`src/rtl/n64adv2_clk_monitor.sv`:
```
`default_nettype none
// ============================================================================
// Module   : n64adv2_clk_monitor
// Brief    : Counts edges of a toggle from a monitored clock domain over a gate
//            window and qualifies that clock as present/in-range with hysteresis.
// Revision : 1.0 - initial release
// ============================================================================
module n64adv2_clk_monitor #(
    parameter int GATE_LEN     = 1000,
    parameter int CNT_W        = 16,
    parameter int MIN_CNT      = 400,
    parameter int MAX_CNT      = 600,
    parameter int OK_CONFIRM   = 3,
    parameter int LOSS_CONFIRM = 2
) (
    input  logic             clk,
    input  logic             nrst,
    input  logic             clk_en,
    input  logic             mon_tgl_i,
    output logic [CNT_W-1:0] cnt_o,
    output logic             cnt_valid_o,
    output logic             clk_ok_o,
    output logic             clk_lost_o
);

    localparam int GATE_W = $clog2(GATE_LEN);
    localparam int GOOD_W = (OK_CONFIRM > 1) ? $clog2(OK_CONFIRM) : 1;
    localparam int BAD_W  = (LOSS_CONFIRM > 1) ? $clog2(LOSS_CONFIRM) : 1;

    localparam logic [GATE_W-1:0] GATE_LAST = GATE_W'(GATE_LEN - 1);
    localparam logic [GOOD_W-1:0] GOOD_LAST = GOOD_W'(OK_CONFIRM - 1);
    localparam logic [BAD_W-1:0]  BAD_LAST  = BAD_W'(LOSS_CONFIRM - 1);
    localparam logic [CNT_W-1:0]  CNT_MIN   = CNT_W'(MIN_CNT);
    localparam logic [CNT_W-1:0]  CNT_MAX   = CNT_W'(MAX_CNT);

    localparam logic [1:0] ST_LOST    = 2'd0;
    localparam logic [1:0] ST_CHECK   = 2'd1;
    localparam logic [1:0] ST_OK      = 2'd2;
    localparam logic [1:0] ST_SUSPECT = 2'd3;

    logic              sync1, sync2, hist;
    logic              tgl_edge;
    logic [GATE_W-1:0] gate_cnt;
    logic [CNT_W-1:0]  edge_cnt;
    logic [CNT_W:0]    cnt_sum;
    logic [CNT_W-1:0]  new_cnt;
    logic              win_end;
    logic              in_range;
    logic [1:0]        state, state_nx;
    logic [GOOD_W-1:0] good, good_nx;
    logic [BAD_W-1:0]  bad, bad_nx;
    logic              ok_d, lost_d;

    // Free-running synchronizer: it must track the toggle even while clk_en is low.
    always_ff @(posedge clk or negedge nrst) begin
        if (!nrst) begin
            sync1 <= 1'b0;
            sync2 <= 1'b0;
            hist  <= 1'b0;
        end else begin
            sync1 <= mon_tgl_i;
            sync2 <= sync1;
            hist  <= sync2;
        end
    end

    assign tgl_edge = sync2 ^ hist;
    assign win_end  = clk_en && (gate_cnt == '0);
    assign cnt_sum  = {1'b0, edge_cnt} + {{CNT_W{1'b0}}, tgl_edge};
    assign new_cnt  = cnt_sum[CNT_W] ? {CNT_W{1'b1}} : cnt_sum[CNT_W-1:0];
    assign in_range = (new_cnt >= CNT_MIN) && (new_cnt <= CNT_MAX);

    always_ff @(posedge clk or negedge nrst) begin
        if (!nrst) begin
            gate_cnt <= GATE_LAST;
            edge_cnt <= '0;
        end else if (clk_en) begin
            gate_cnt <= win_end ? GATE_LAST : gate_cnt - GATE_W'(1);
            edge_cnt <= win_end ? '0 : new_cnt;
        end
    end

    always_ff @(posedge clk or negedge nrst) begin
        if (!nrst) begin
            state <= ST_LOST;
            good  <= '0;
            bad   <= '0;
        end else begin
            state <= state_nx;
            good  <= good_nx;
            bad   <= bad_nx;
        end
    end

    always_comb begin
        state_nx = state;
        good_nx  = good;
        bad_nx   = bad;
        if (win_end) begin
            case (state)
                ST_LOST: begin
                    if (in_range) begin
                        if (OK_CONFIRM == 1) begin
                            state_nx = ST_OK;
                        end else begin
                            state_nx = ST_CHECK;
                            good_nx  = GOOD_W'(1);
                        end
                    end
                end
                ST_CHECK: begin
                    if (!in_range) begin
                        state_nx = ST_LOST;
                        good_nx  = '0;
                    end else if (good == GOOD_LAST) begin
                        state_nx = ST_OK;
                        good_nx  = '0;
                    end else begin
                        good_nx  = good + GOOD_W'(1);
                    end
                end
                ST_OK: begin
                    if (!in_range) begin
                        if (LOSS_CONFIRM == 1) begin
                            state_nx = ST_LOST;
                        end else begin
                            state_nx = ST_SUSPECT;
                            bad_nx   = BAD_W'(1);
                        end
                    end
                end
                ST_SUSPECT: begin
                    if (in_range) begin
                        state_nx = ST_OK;
                        bad_nx   = '0;
                    end else if (bad == BAD_LAST) begin
                        state_nx = ST_LOST;
                        bad_nx   = '0;
                    end else begin
                        bad_nx   = bad + BAD_W'(1);
                    end
                end
                default: begin
                    state_nx = ST_LOST;
                    good_nx  = '0;
                    bad_nx   = '0;
                end
            endcase
        end
    end

    // A loss pulse is only meaningful when leaving a qualified state.
    always_comb begin
        ok_d   = (state == ST_OK) || (state == ST_SUSPECT);
        lost_d = win_end && ok_d && (state_nx == ST_LOST);
    end

    always_ff @(posedge clk or negedge nrst) begin
        if (!nrst) begin
            cnt_o       <= '0;
            cnt_valid_o <= 1'b0;
            clk_ok_o    <= 1'b0;
            clk_lost_o  <= 1'b0;
        end else begin
            if (win_end) begin
                cnt_o <= new_cnt;
            end
            cnt_valid_o <= win_end;
            clk_ok_o    <= ok_d;
            clk_lost_o  <= lost_d;
        end
    end

endmodule
`default_nettype wire

```
`config.mk`:
```
export PLATFORM = sky130hd
export DESIGN_NAME = n64adv2_clk_monitor
export DESIGN_NICKNAME = d
export VERILOG_FILES = /design/src/rtl/n64adv2_clk_monitor.sv
export SDC_FILE = /design/constraint.sdc
export NUM_CORES = 1
export LEC_CHECK = 0
export BUFFER_PORTS_ARGS = -buffer_cell sky130_fd_sc_hd__buf_2
export CORE_UTILIZATION = 30
export DETAILED_ROUTE_END_ITERATION = 8
export PLACE_DENSITY_LB_ADDON = 0.05
export SLEW_MARGIN = 40
export SYNTH_ARGS = -nofsm -noshare
export SYNTH_HDL_FRONTEND = slang
export SYNTH_SLANG_ARGS = --single-unit
export TNS_END_PERCENT = 1
```
`constraint.sdc`:
```
create_clock -name clk -period 3.43 [get_ports clk]
set_clock_uncertainty 0.1 [all_clocks]
set_input_delay 0.343 -clock clk [delete_from_list [all_inputs] [get_ports clk]]
set_output_delay 0.343 -clock clk [all_outputs]
set_load 0.02 [all_outputs]
```
==> impl_metrics.json, run 1 <==
{
  "viasPerCell": 5.102,
  "synthXorXnorAreaFrac_pct": 3.360,
  "final_design_area_no_fill_um2": 3199,
  "setup.worst_path.end_class": "flop",
  "number_of_hold_slack_violations_in_the_final_timing_report": 0,
  "drtIter0Drc": 77,
  "synth_cell_types": 56,
  "root_buffer": "clkbuf_8",
  "detailroute.via_count": 2342,
  "largest_driver_fanout_on_the_critical_path": 10,
  "placed_area_um2": 3088,
  "peakVddDrop_v": 0.0002911,
  "syn_nets": 322,
  "total_overflow_reported_by_the_global_router": 0,
  "i_o_buffers": 22,
  "postSynthCellCount": 315,
  "tightest_slew_ns": 0.5993,
  "post_layout_nonfiller_instances": 459,
  "synth_flop_type": "dfrtp_1",
  "synth_area_in_compound_gates_pct": 18.50,
  "class_of_the_tightest_hold_or_removal_check": "in2reg",
  "cp-start-kind": "flop",
  "area.growth.synth_to_final_pct": 11.56,
  "totalPowerFinal_mw": 2.058,
  "clockBufferDepth": 2,
  "antenna_found_initial": 0,
  "grt_first_pass_wirelength_um": 11810,
  "muxShareOfSynthArea_pct": 2.792,
  "yosys_warnings": 0,
  "drt_pre_antenna_iters": 4,
  "synth_edf_count": 0,
  "numPlacedInstances": 450,
  "rsz0062_at_grt": "no",
  "async_sr_flop_fraction_pct": 100.0,
  "synth_fa_ha_area_share_pct": 1.309,
  "layout.nets": 336,
  "core_region_area_um2": 9240,
  "maxCapViolCount": 0,
  "diodes": 0,
  "clkTransAtPathRegs_ns": 0.10,
  "max_slew_violation_count": 0,
  "synth_top_family_by_area": "simple AND/OR/NAND/NOR gates",
  "final_layout_size_suffix_gt1_share_pct": 18.18,
  "max_slew_margin_pct": 60.04,
  "worst_setup_path_category": "reg2reg",
  "cellPowerDensity_nw_per_um2": 643.1,
  "num_io_pins": 23,
  "synth_seq_area_share_pct": 46.60,
  "postSynthAreaPerCell_um2": 9.104,
  "power.leakage_nw": 1.410,
  "cts_setup_buffers": 0,
  "numCtsBuffers": 5,
  "m1WireLength_um": 3538,
  "finalCriticalPeriod_ns": 3.208,
  "post_synthesis_sequential_element_count": 53,
  "setup_total_negative_slack_ns": 0,
  "drt_drc_violations_left": 0,
  "insertion_delay_ns": 0.31,
  "fp-row-count": 35,
  "wl_per_cell_um": 15.54,
  "grt_max_degree": 47,
  "htree_levels": 2,
  "grt_usage_pct": 15.36,
  "place.detailed.hpwl_um": 4822,
  "antenna_left": 0,
  "status": "completed",
  "timing.critical_path.arrival_ns": 3.35,
  "synthSimpleGateAreaFrac_pct": 22.43,
  "routed_wirelength_um": 7131,
  "die_area_um2": 9954,
  "layout_worst_path_cycle_share_pct": 93.53,
  "maxUsedRoutingLayer": "met4",
  "gp_congestion": 0.8142,
  "met2WireLength_um": 3233,
  "synth.cell_area_um2": 2868,
  "required_ns": 3.57,
  "cts.sinks": 53,
  "place_worst_setup_slack_ns": 0.2376,
  "start_util_pct": 31.04,
  "dieHeight_um": 99.77,
  "timing.fmax_mhz": 311.7,
  "timing.final.setup_violations": 0,
  "die-width_um": 99.77,
  "tritoncts_clock_tree": "done",
  "via_count_of_the_first_global_routing_pass": 2228,
  "wl_met3_um": 281,
  "final.setup.worst_slack_ns": 0.2219
}
cell usage in the layout, fill, tap and decap left out, drive strengths merged, types with 4 or more instances in the layout:
cell type,netlist,routed
clkbuf,12,7
o21ai,27,27
nor2,23,23
nor3,7,7
and3,6,6
o22ai,5,5
nor4,5,5
mux2,5,5
a21oi,23,23
nand3,13,13
inv,11,11
dfstp,8,8
xnor2,8,8
nand4,5,5
a31oi,11,11
and4,4,4
nand2,39,39
buf,10,28
dfrtp,45,45
critical path, cell delays in order, from the launching register on:
cell and delay [ns]:
dfrtp_1 0.39, xor2_1 0.16, ha_1 0.31, ha_1 0.37, nand3_2 0.25, nor2_1 0.19, mux2i_1 0.44, a2111oi_0 0.12
a41o_1 0.32, mux2_4 0.33, nor3_2 0.16
final timing paths:
path / slack, ns / depth (start not counted) / end / start
worst max-delay path: 0.22 / 10 / state[0] / hist
worst min-delay path: 0.04 / 1 / sync1 / mon_tgl_i
worst max register to register: 0.22 / 10 / state[0] / hist
worst min register to register: 0.25 / 0 / sync2 / sync1
max in group asynchronous: 2.11 / 3 / gate_cnt[9] / nrst
min in group asynchronous: 0.48 / 2 / state[1] / nrst
cell type report:
cell class,count,area (µm²)
Clock buffer,7,96.34
Clock inverter,1,5.005
Fill cell,976,6041
Inverter,12,45.04
Multi-Input combinational cell,228,1388
Sequential cell,53,1336
Tap cell,129,161.4
Timing Repair Buffer,29,167.7
cell usage after synthesis, types with 4 or more instances:
cell type | n | area [µm²]
and3_1 | 6 | 37.54
nand4_1 | 4 | 25.02
o21ai_0 | 27 | 135.1
mux2_2 | 4 | 45.04
inv_1 | 11 | 41.29
o22ai_1 | 5 | 31.28
xnor2_1 | 8 | 70.07
clkbuf_1 | 12 | 45.04
and4_1 | 4 | 35.03
nand3_1 | 11 | 55.05
dfstp_2 | 8 | 210.2
nor2_1 | 23 | 86.33
nand2_1 | 39 | 146.4
nor4_1 | 4 | 25.02
a31oi_1 | 11 | 68.82
buf_2 | 7 | 35.03
a21oi_1 | 23 | 115.1
nor3_1 | 4 | 20.02
dfrtp_1 | 45 | 1126
state kept, by name, indices dropped and copies added (netlist names):
| register | flops |
|---|---|
| good | 2 |
| hist | 1 |
| bad | 1 |
| clk_lost_o | 1 |
| state | 2 |
| gate_cnt | 10 |
| clk_ok_o | 1 |
| cnt_valid_o | 1 |
| sync1 | 1 |
| cnt_o | 16 |
| edge_cnt | 16 |
| sync2 | 1 |
cells by family (layout without fill, tap and decap cells):
family                     after synthesis  in the layout
AOI/OAI and AO/OA                       87             87
muxes                                    7              7
adders and majority gates                3              3
xor gates and xnor gates                11             11
DFF                                     53             53
buffers and inverters                   34             49
and+or+nand+nor                        120            120
power breakdown:
group,leakage (nW),switching [mW],internal (mW)
clock network,0.0542,0.211,0.183
registers,0.659,0.210,0.838
logic,0.697,0.351,0.265
metrics by stage:
stage	hold WS [ns]	utilization [%]
2_1_floorplan	-0.05259	-
3_5_place_dp	0.2358	33.42
4_1_cts	0.02367	34.62
5_1_grt	0.02768	34.62
6_report	0.04253	34.62
3_3_place_gp	0.2688	33.39
routing by layer:
layer / vias up / GRT usage (%)
met5: - / 0
met4: 0 / 4.864
met3: 7 / 3.552
met2: 46 / 23.98
met1: 1123 / 21.07
li1: 1166 / -
timing repair:
item                                   CTS  global route
hold buffers                             1             0
endpoints found under the hold margin   45             0
resized for setup                        0             0
Power figures use the tool's default switching activity.
==> inputs of run 2 (changes only) <==
--- a/config.mk
+++ b/config.mk
@@ -6,10 +6,10 @@
 export NUM_CORES = 1
 export LEC_CHECK = 0
 export BUFFER_PORTS_ARGS = -buffer_cell sky130_fd_sc_hd__buf_2
-export CORE_UTILIZATION = 30
+export CORE_UTILIZATION = 50
 export DETAILED_ROUTE_END_ITERATION = 8
 export PLACE_DENSITY_LB_ADDON = 0.05
-export SLEW_MARGIN = 40
+export SLEW_MARGIN = 20
 export SYNTH_ARGS = -nofsm -noshare
 export SYNTH_HDL_FRONTEND = slang
 export SYNTH_SLANG_ARGS = --single-unit
==> run 2 against run 1 <==
- worst hold slack worse by 0.0068 ns
- sequential power hardly changed
- utilization rose by 23 points
- non-clock buffer count up 2
- power is 3.3% higher
- fmax down 0.14%
- worst setup slack got worse by 0.0045 ns
- clock power is 13% higher
==> impl_metrics.json, run 2 (same netlist as run 1, synthesis figures left out) <==
{
  "status": "completed",
  "htree_levels": 2,
  "post_cts_resized": 0,
  "final_design_area_no_fill_um2": 3158,
  "die_area_um2": 6043,
  "drt_drc_violations_left": 0,
  "rsz0062_at_grt": "no",
  "placed_area_um2": 3029,
  "switching_share_pct": 36.48,
  "worst_setup_path_category": "reg2reg",
  "start_util_pct": 52.08,
  "timing.critical_path.arrival_ns": 3.35,
  "wl_per_cell_um": 15.77,
  "power_dissipated_by_switching_net_loads_uw": 775.1,
  "slowest_delay_ns": 0.47,
  "class_of_the_tightest_hold_or_removal_check": "in2reg",
  "most_prevalent_standard_cell_on_the_critical_path": "ha_1",
  "cell_internal_pwr_mw": 1.350,
  "cp-start-kind": "flop",
  "cts_setup_buffers": 0,
  "clkTransAtPathRegs_ns": 0.10,
  "gp_congestion": 0.8529,
  "numCtsBuffers": 5,
  "cts.sinks": 53,
  "grt_first_pass_wirelength_um": 11100,
  "dieHeight_um": 77.74,
  "r2r_setup_slack_ns": 0.22,
  "grt_max_degree": 49,
  "cellPowerDensity_nw_per_um2": 672.8,
  "max_slew_margin_pct": 60.37,
  "antenna_found_initial": 0,
  "total_overflow_reported_by_the_global_router": 0,
  "viasPerCell": 5.884,
  "grt_usage_pct": 23.35,
  "core_region_area_um2": 5507,
  "tritoncts_clock_tree": "done",
  "diodes": 0,
  "area.growth.synth_to_final_pct": 10.12,
  "cp_cell_sequence": "xor2_1, ha_1, ha_1, nand3_2, or4_1, a221o_1, a41o_1, mux2_4, nor3_2",
  "combinationalPowerShare_pct": 29.7,
  "finalCriticalPeriod_ns": 3.213,
  "insertion_delay_ns": 0.31,
  "setup_total_negative_slack_ns": 0,
  "fp-row-count": 27,
  "drtIter0Drc": 173,
  "pwr-share-clk_pct": 20.9,
  "largest_delay_share_family_worst_path": "simple AND/OR/NAND/NOR gates",
  "i_o_buffers": 22,
  "root_buffer": "clkbuf_8",
  "die-width_um": 77.74,
  "final_util_pct": 57.35,
  "pwr-share-seq_pct": 49.4,
  "tightest_slew_ns": 0.5945,
  "final.setup.worst_slack_ns": 0.2173,
  "detailroute.via_count": 2377,
  "layout.nets": 338,
  "layout_worst_path_cycle_share_pct": 93.66,
  "number_of_hold_slack_violations_in_the_final_timing_report": 0,
  "num_io_pins": 23,
  "max_slew_violation_count": 0,
  "layout.filler_cells": 485,
  "antenna_left": 0,
  "drt_pre_antenna_iters": 4,
  "via_count_of_the_first_global_routing_pass": 2259,
  "place_worst_setup_slack_ns": 0.3205,
  "cp.buffers_inverters": 0,
  "clockBufferDepth": 2,
  "final_layout_size_suffix_gt1_share_pct": 18.37,
  "layout_common_cells": "dfrtp_1 (45), nand2_1 (39), o21ai_0 (27)",
  "place.detailed.hpwl_um": 4397,
  "crit_slowest_cell": "or4_1",
  "largestRegisters": "cnt_o x16, edge_cnt x16, gate_cnt x10",
  "maxCapViolCount": 0,
  "largest_driver_fanout_on_the_critical_path": 10,
  "timing.final.setup_violations": 0,
  "required_ns": 3.57,
  "peakVddDrop_v": 0.0003441,
  "layout_commonest_cell": "dfrtp_1",
  "timing.fmax_mhz": 311.3,
  "power.leakage_nw": 1.424,
  "routed_wirelength_um": 6373,
  "setup.worst_path.end_class": "flop"
}
-- run 2: cell types whose count changed in the layout (fill, tap and decap cells not counted), sizes merged --
cell    before  now
clkinv       2    1
buf         28   30
bufinv       0    1
-- run 2: routing by layer --
layer  track usage (%)  share of wire, %  vias to the layer above  wire (µm)
met1             32.55                49                     1148       3098
met3             5.059               4.5                        6        288
met2             36.73                46                       55       2923
met5                 0                 0                        -          0
met4             6.226              0.99                        0         63
li1                  -                 -                     1168          -
-- run 2: power groups by stage --
| stage | registers [mW] | logic, mW | clock network, mW |
|---|---|---|---|
| 5_1_grt | 1.08 | 0.709 | 0.473 |
| 4_1_cts | 1.05 | 0.633 | 0.450 |
| 6_report | 1.05 | 0.630 | 0.444 |
| 2_1_floorplan | 1.08 | 0.413 | 0 |
| 3_3_place_gp | 1.05 | 0.620 | 0 |
| 3_5_place_dp | 1.06 | 0.628 | 0 |
-- run 2: layout make-up --
type / count / area, µm² / share of cell area, %
well taps: 72 / 90.09 / 2.853
inverters: 12 / 45.04 / 1.426
multi-input cells: 228 / 1388 / 43.94
repair buffers: 31 / 182.7 / 5.784
clock buffers: 7 / 86.33 / 2.734
flip-flops and latches: 53 / 1336 / 42.31
clock inverters: 1 / 30.03 / 0.9509
-- run 2: path summary, 6_finish.rpt --
check | from | to | cells after the start
worst max-delay path | sync2 | state[0] | 9
max in group asynchronous | nrst | gate_cnt[7] | 3
worst max register to register | sync2 | state[0] | 9
worst min-delay path | mon_tgl_i | sync1 | 1
worst min register to register | sync1 | sync2 | 0
min in group asynchronous | nrst | state[1] | 2
-- run 2: metrics by stage --
step / total power, mW / hold WS, ns / cells
floorplan: 1.490 / -0.05259 / 315
global placement: 1.669 / 0.2798 / 395
detailed placement: 1.688 / 0.2543 / 395
CTS: 2.132 / 0.03680 / 403
global route: 2.267 / 0.02989 / 404
finish: 2.125 / 0.03571 / 404
-- run 2: worst reg2reg max path, delay by kind of cell (launching register included) --
| kind | cells | cell delay, ns |
|---|---|---|
| and+or+nand+nor | 3 | 0.87 |
| xor gates and xnor gates | 1 | 0.15 |
| muxes | 1 | 0.33 |
| AOI/OAI and AO/OA | 2 | 0.60 |
| DFF | 1 | 0.41 |
| adders and majority gates | 2 | 0.68 |
-- run 2: timing repair --
action / 4_1_cts / 5_1_grt
endpoints found under the setup margin: 0 / 0
hold endpoints to repair: 0 / 25
hold buffers: 0 / 1
